**src/rtl/elevator_pkg.sv**
```systemverilog
// Shared types and limits for the elevator controller slice.
package elevator_pkg;

  localparam int MAX_FLOORS = 16;

  typedef enum logic [1:0] {
    ST_IDLE      = 2'd0,
    ST_MOVE_UP   = 2'd1,
    ST_MOVE_DOWN = 2'd2,
    ST_DOOR      = 2'd3
  } elev_state_t;

endpackage

```
**src/rtl/elevator_request_tracker.sv**
```systemverilog
// Pending-call bitmap with set/clear and above/below/here flags relative to a query floor.
module elevator_request_tracker
  import elevator_pkg::*;
#(
  parameter int NUM_FLOORS = 10,
  parameter int FLOOR_W    = $clog2(NUM_FLOORS)
) (
  input  logic                  clk,
  input  logic                  reset,
  input  logic                  set_en,
  input  logic [FLOOR_W-1:0]    set_floor,
  input  logic                  clr_en,
  input  logic [FLOOR_W-1:0]    clr_floor,
  input  logic [FLOOR_W-1:0]    query_floor,
  output logic [NUM_FLOORS-1:0] pending,
  output logic                  any_above,
  output logic                  any_below,
  output logic                  here
);

  logic [NUM_FLOORS-1:0] pending_nxt;

  // Clear is applied after set so a call landing on the arrival edge counts as served.
  always_comb begin
    pending_nxt = pending;
    for (int i = 0; i < NUM_FLOORS; i++) begin
      if (set_en && int'(set_floor) == i) pending_nxt[i] = 1'b1;
      if (clr_en && int'(clr_floor) == i) pending_nxt[i] = 1'b0;
    end
  end

  always_comb begin
    any_above = 1'b0;
    any_below = 1'b0;
    here      = 1'b0;
    for (int i = 0; i < NUM_FLOORS; i++) begin
      if (i > int'(query_floor)) any_above = any_above | pending[i];
      if (i < int'(query_floor)) any_below = any_below | pending[i];
      if (i == int'(query_floor)) here = pending[i];
    end
  end

  always_ff @(posedge clk or negedge reset) begin
    if (!reset) pending <= '0;
    else        pending <= pending_nxt;
  end

endmodule

```
**src/rtl/elevator_controller.sv**
```systemverilog
// Single-car LOOK elevator controller with travel/door timers and overload door hold.
//
// state        | meaning
// ST_IDLE      | parked, door closed, choosing next action
// ST_MOVE_UP   | travelling up, travel timer counting down to next floor
// ST_MOVE_DOWN | travelling down, travel timer counting down to next floor
// ST_DOOR      | door open, door timer counting down (held while overloaded)
module elevator_controller
  import elevator_pkg::*;
#(
  parameter int NUM_FLOORS    = 10,
  parameter int FLOOR_W       = $clog2(NUM_FLOORS),
  parameter int TRAVEL_CYCLES = 8,
  parameter int DOOR_CYCLES   = 16
) (
  input  logic                  clk,
  input  logic                  reset,
  input  logic                  req_valid,
  input  logic [FLOOR_W-1:0]    req_floor,
  input  logic                  over_weight,
  output logic [FLOOR_W-1:0]    current_floor,
  output logic                  up_move,
  output logic                  down_move,
  output logic                  door_open,
  output logic                  stop,
  output logic                  weight_alert,
  output logic                  arrived,
  output logic                  req_error,
  output logic [NUM_FLOORS-1:0] pending
);

  localparam int TRAVEL_W = $clog2(TRAVEL_CYCLES) + 1;
  localparam int DOOR_W   = $clog2(DOOR_CYCLES) + 1;
  localparam logic [TRAVEL_W-1:0] TRAVEL_LOAD = TRAVEL_W'(TRAVEL_CYCLES - 1);
  localparam logic [DOOR_W-1:0]   DOOR_LOAD   = DOOR_W'(DOOR_CYCLES - 1);
  localparam logic [FLOOR_W-1:0]  LAST_FLOOR  = FLOOR_W'(NUM_FLOORS - 1);

  if (NUM_FLOORS < 2 || NUM_FLOORS > MAX_FLOORS) begin : g_chk_floors
    $error("elevator_controller: NUM_FLOORS must be 2..16");
  end
  if (FLOOR_W < $clog2(NUM_FLOORS) || FLOOR_W < 1) begin : g_chk_floor_w
    $error("elevator_controller: FLOOR_W too narrow for NUM_FLOORS");
  end
  if (TRAVEL_CYCLES < 1 || DOOR_CYCLES < 1) begin : g_chk_timers
    $error("elevator_controller: TRAVEL_CYCLES and DOOR_CYCLES must be >= 1");
  end

  elev_state_t         state;
  logic                dir_up;
  logic [TRAVEL_W-1:0] travel_cnt;
  logic [DOOR_W-1:0]   door_cnt;

  logic               step_up, step_down, in_range, extend;
  logic               set_en, clr_en;
  logic [FLOOR_W-1:0] query_floor;
  logic               any_above, any_below, here;

  // Flags are evaluated at the floor the car is about to reach on a step edge.
  always_comb begin
    step_up   = (state == ST_MOVE_UP)   && (travel_cnt == '0) && (current_floor != LAST_FLOOR);
    step_down = (state == ST_MOVE_DOWN) && (travel_cnt == '0) && (current_floor != '0);
    query_floor = current_floor;
    if (step_up)   query_floor = current_floor + FLOOR_W'(1);
    if (step_down) query_floor = current_floor - FLOOR_W'(1);
    in_range = 32'(req_floor) < NUM_FLOORS;
    extend   = (state == ST_DOOR) && req_valid && (req_floor == current_floor);
    set_en   = req_valid && in_range && !extend;
    clr_en   = (state == ST_IDLE || step_up || step_down) && here;
  end

  elevator_request_tracker #(
    .NUM_FLOORS (NUM_FLOORS),
    .FLOOR_W    (FLOOR_W)
  ) u_tracker (
    .clk         (clk),
    .reset       (reset),
    .set_en      (set_en),
    .set_floor   (req_floor),
    .clr_en      (clr_en),
    .clr_floor   (query_floor),
    .query_floor (query_floor),
    .pending     (pending),
    .any_above   (any_above),
    .any_below   (any_below),
    .here        (here)
  );

  always_ff @(posedge clk or negedge reset) begin
    if (!reset) begin
      state         <= ST_IDLE;
      dir_up        <= 1'b1;
      current_floor <= '0;
      travel_cnt    <= '0;
      door_cnt      <= '0;
      up_move       <= 1'b0;
      down_move     <= 1'b0;
      door_open     <= 1'b0;
      stop          <= 1'b1;
      weight_alert  <= 1'b0;
      arrived       <= 1'b0;
      req_error     <= 1'b0;
    end else begin
      arrived   <= 1'b0;
      req_error <= req_valid && !in_range;
      case (state)
        ST_IDLE: begin
          weight_alert <= over_weight;
          if (here) begin
            state     <= ST_DOOR;
            door_cnt  <= DOOR_LOAD;
            door_open <= 1'b1;
            arrived   <= 1'b1;
          end else if (!over_weight && (any_above || any_below)) begin
            travel_cnt <= TRAVEL_LOAD;
            stop       <= 1'b0;
            if ((dir_up && any_above) || (!dir_up && !any_below)) begin
              state   <= ST_MOVE_UP;
              dir_up  <= 1'b1;
              up_move <= 1'b1;
            end else begin
              state     <= ST_MOVE_DOWN;
              dir_up    <= 1'b0;
              down_move <= 1'b1;
            end
          end
        end

        ST_MOVE_UP, ST_MOVE_DOWN: begin
          weight_alert <= 1'b0;
          if (travel_cnt != '0) begin
            travel_cnt <= travel_cnt - TRAVEL_W'(1);
          end else if (!(step_up || step_down)) begin
            state     <= ST_IDLE;
            up_move   <= 1'b0;
            down_move <= 1'b0;
            stop      <= 1'b1;
          end else begin
            current_floor <= query_floor;
            if (here) begin
              state     <= ST_DOOR;
              door_cnt  <= DOOR_LOAD;
              door_open <= 1'b1;
              arrived   <= 1'b1;
              up_move   <= 1'b0;
              down_move <= 1'b0;
              stop      <= 1'b1;
            end else if (step_up ? any_above : any_below) begin
              travel_cnt <= TRAVEL_LOAD;
            end else begin
              state     <= ST_IDLE;
              up_move   <= 1'b0;
              down_move <= 1'b0;
              stop      <= 1'b1;
            end
          end
        end

        ST_DOOR: begin
          weight_alert <= over_weight;
          if (over_weight || extend) begin
            door_cnt <= DOOR_LOAD;
          end else if (door_cnt != '0) begin
            door_cnt <= door_cnt - DOOR_W'(1);
          end else begin
            state     <= ST_IDLE;
            door_open <= 1'b0;
          end
        end

        default: state <= ST_IDLE;
      endcase
    end
  end

endmodule

```
**config.mk**
```make
export PLATFORM = sky130hd
export DESIGN_NAME = elevator_controller
export DESIGN_NICKNAME = d
export VERILOG_FILES = /design/src/rtl/elevator_pkg.sv /design/src/rtl/elevator_request_tracker.sv /design/src/rtl/elevator_controller.sv
export SDC_FILE = /design/constraint.sdc
export NUM_CORES = 1
export LEC_CHECK = 0
export ABC_AREA = 1
export CAP_MARGIN = 10
export CORE_UTILIZATION = 40
export DETAILED_ROUTE_END_ITERATION = 8
export PLACE_DENSITY = 0.67
export SLEW_MARGIN = 20
export SYNTH_ARGS = -nofsm -noshare
export SYNTH_HDL_FRONTEND = slang
export SYNTH_HIERARCHICAL = 1
export SYNTH_SLANG_ARGS = --single-unit
```
**constraint.sdc**
```tcl
create_clock -name clk -period 5.4 [get_ports clk]
set_clock_uncertainty 0.1 [all_clocks]
set_input_delay 1.08 -clock clk [delete_from_list [all_inputs] [get_ports clk]]
set_output_delay 1.08 -clock clk [all_outputs]
set_load 0.01 [all_outputs]
```
==> results.md <==
* Status: finished clean
* Gr usage total at 19.9%
* Net switching power at 0.563 mW
* Hold_ws at between 0.3 and 0.4 ns
* Synth cell types at 40
* Leak Pwr at 1.55 nW
* Worst hold start: stop$_DFFE_PN1P_
* Aggregate global routing overflow at 0
* TritonCTS buffer count at 5
* TNS Setup at 0 ns
* DR WL/cell at 13.6 µm
* Fmax at 0.242 GHz
* CP max FO at 12
* Final Util at 48.5%
* Clock share of power at 16.8%
* Iter 0 DRT Violations at 240
* Io pins at 29
* Final period util at approximately 76%
* First-pass GRT wire length at ~11,000 µm
* Post-CTS Setup Repair Bufs at 0
* Vias at 2,630
* Pin count of the biggest net entering global routing at 34
* FP Rows at 29
* Critical Path RT at 5.47 ns
* Setup violators final at 0
* GR peak layer: met2
* PD cells at 409 nW/µm²
* Overall routed net length at 6700 µm
* Hold Path End: stop$_DFFE_PN1P_
* Cell Area, Synth at 2610 µm²
* Antenna violations before repair at 0
* Die Height at 82.8 µm
* Seq pwr share at 30.4%
* Final #Nets at roughly 430
* Antenna-violating nets left at 0
* WP data arrival at 4.19 ns
* CTS sink cnt at 33
* RSZ-0062 raised after global routing: no
* Vias/cell at 5.35
* Yosys warnings at 6
* Worst reg2reg path startpoint: current_floor[1]$_DFFE_PN0P_
* Width of the die at 82.8 µm
* Internal reg-to-reg setup slack at 1.27 ns
* Share of cells above drive strength 1 at under 10%
* Syn Nets at around 400
* Diode count at 0
* Register area share after synthesis at 31.7%
* Die area at 6860 µm²
* Crit. Startpoint: current_floor[1]$_DFFE_PN0P_
* Fin. max-slew vios at 0
* Hold Violations, Final at 0
* Worst R2R End: u_tracker/pending[5]$_DFFE_PN0P_
* Max transition margin at about 46%
* WHS Path Cells at 2
* P_int at slightly below 0.7 mW
* Met1 global-route usage at 25.7%
* Critical path class: reg2reg
* Initial Util at 41.4%
* Post-placement cell count at 484
* Port-buffer cells at 28
* Met3 Use GR at between 3 and 4%
* H-tree levels at 2
* Hold Path Class: reg2reg
* CP endpoint kind: flip-flop
* IR drop worst, VDD at 0.000255 V
* Area delta synth->final at 17.2%
* Switching Fraction at 45.0%
* Reg2reg path depth at 19
* Final cell count without fillers at 492
* Hold Buf Count CTS at 0
* Max-cap violations at 0
* Drt pass-1 iters at 5
* Slew @ Worst Pin at 0.813 ns
* Cell Area, Placed at 2960 µm²
* Startpoint Class: flip-flop
* Global placement routability congestion at 0.897
* Tmin final at between 4 and 5 ns
* Combinational share of power at a little over half
* Clock Pin Slew Worst Setup and Hold Paths at approximately 0.070 ns
* Vias in the first global route at 2,415
* Detailed Place HPWL at 5100 µm
* Drc violations at 0
* Synthesized instance count at 383
* Clock Latency Late Sink at ~0.28 ns
* Syn Area/Cell at 6.82 µm²
* Post-cts sizing count at 0
* Met2 Use GR at 34.1%
* Core area at 6310 µm²
* CTS Root Cell: clkbuf_8
* TritonCTS clock tree: done
* Synth Register Bits at 33
* Post-route cell area at 3060 µm²
* Clock Path Buffers at 2
critical path, stage by stage (launching register included):
cell,delay (ns)
dfrtp_1,0.43
inv_1,0.14
ha_1,0.21
nand2_1,0.11
nor2_4,0.06
nor2_4,0.15
nand2_4,0.10
nand2_4,0.13
xor2_1,0.66
nand2_1,0.28
nor3_1,0.26
nor2_1,0.09
nand4_1,0.07
nand2_1,0.05
nand3_1,0.20
inv_1,0.16
a31oi_1,0.32
inv_1,0.15
nor3_1,0.29
a21oi_1,0.07
layout by cell type (no fill, tap or decap), types with 2 or more instances in the layout:
master / instances
clkdlybuf4s50_1: 28
nand3_2: 2
dfstp_2: 2
nand3_1: 37
inv_2: 5
a31oi_1: 2
xnor2_1: 2
ha_1: 10
clkbuf_8: 7
nand2_4: 4
xor2_1: 5
o211ai_1: 2
nor2_4: 4
o21ai_0: 16
a21oi_1: 16
nor3_1: 10
inv_1: 61
nand2_2: 2
dfrtp_1: 31
nor2_1: 42
o21ai_1: 7
nand4_1: 11
nand2_1: 92
logic make-up (layout without fill, tap and decap cells):
| group | count (synthesis) | count (layout) | synth area share, % |
|---|---|---|---|
| flops | 33 | 33 | 31.7 |
| buf+inv | 71 | 103 | 10.9 |
| xor+xnor | 7 | 7 | 2.35 |
| simple gates | 212 | 212 | 39.3 |
| fa+ha+maj | 10 | 10 | 4.79 |
| compound gates | 50 | 50 | 11.1 |
worst max-delay path by stage:
stage	end	slack, ns	cells after the start
global placement	u_tracker/pending[5]$_DFFE_PN0P_	1.35	19
CTS	u_tracker/pending[5]$_DFFE_PN0P_	1.40	19
finish	u_tracker/pending[5]$_DFFE_PN0P_	1.27	19
floorplan	travel_cnt[2]$_DFFE_PN0P_	2.19	22
detailed placement	u_tracker/pending[5]$_DFFE_PN0P_	1.42	19
global route	u_tracker/pending[5]$_DFFE_PN0P_	0.98	19
flip-flops by register name, indices dropped and copies added, names as in the netlist:
signal             flops
arrived                1
current_floor          4
dir_up                 1
door_cnt               5
door_open              1
down_move              1
req_error              1
state                  2
stop                   1
travel_cnt             4
u_tracker/pending     10
up_move                1
weight_alert           1
metal layers:
layer  vias to the layer above  routed length (µm)
met1                      1219                3000
met2                       108                3210
met3                        12                 376
met4                         0                 113
met5                         -                   0
li1                       1291                   -
power by group through the flow:
stage,Combinational [mW],Clock [mW],Sequential (mW)
6_report,0.662,0.211,0.380
5_1_grt,0.742,0.227,0.391
4_1_cts,0.661,0.215,0.380
3_5_place_dp,0.655,0,0.384
3_3_place_gp,0.645,0,0.383
2_1_floorplan,0.475,0,0.387
Yosys cell counts, drive strengths merged:
master   n  share of area, %
dfrtp   31                30
xor2     5               1.7
a21oi   17               3.4
and3     1              0.24
o22ai    1              0.24
ha      10               4.8
inv     66               9.5
o21ai   24               4.7
o21bai   1              0.72
nor3b    1              0.29
o211ai   2              0.57
a31oi    2              0.48
nand2   98                15
a21boi   1              0.29
nand3   40               8.5
xnor2    2              0.67
a21o     1              0.29
buf      3               1.1
nor3    11               2.3
clkbuf   2              0.33
nor2    48               8.8
nand4   12               3.4
nand3b   1              0.29
o221ai   1              0.34
dfstp    2               2.0
final cells by class:
class | count | area (µm²)
multi-input combinational | 279 | 1500
timing repair buffer | 29 | 288
sequential | 33 | 828
tap | 77 | 96.3
fill | 649 | 3250
clock buffer | 7 | 96.3
inverter | 66 | 248
clock inverter | 1 | 5.00
per-stage QoR:
stage | setup slack, ns | power, mW
floorplan | 2.19 | 0.862
global placement | 1.35 | 1.03
detailed placement | 1.42 | 1.04
CTS | 1.40 | 1.26
global route | 0.979 | 1.36
finish | 1.27 | 1.25
Power figures use the tool's default switching activity.
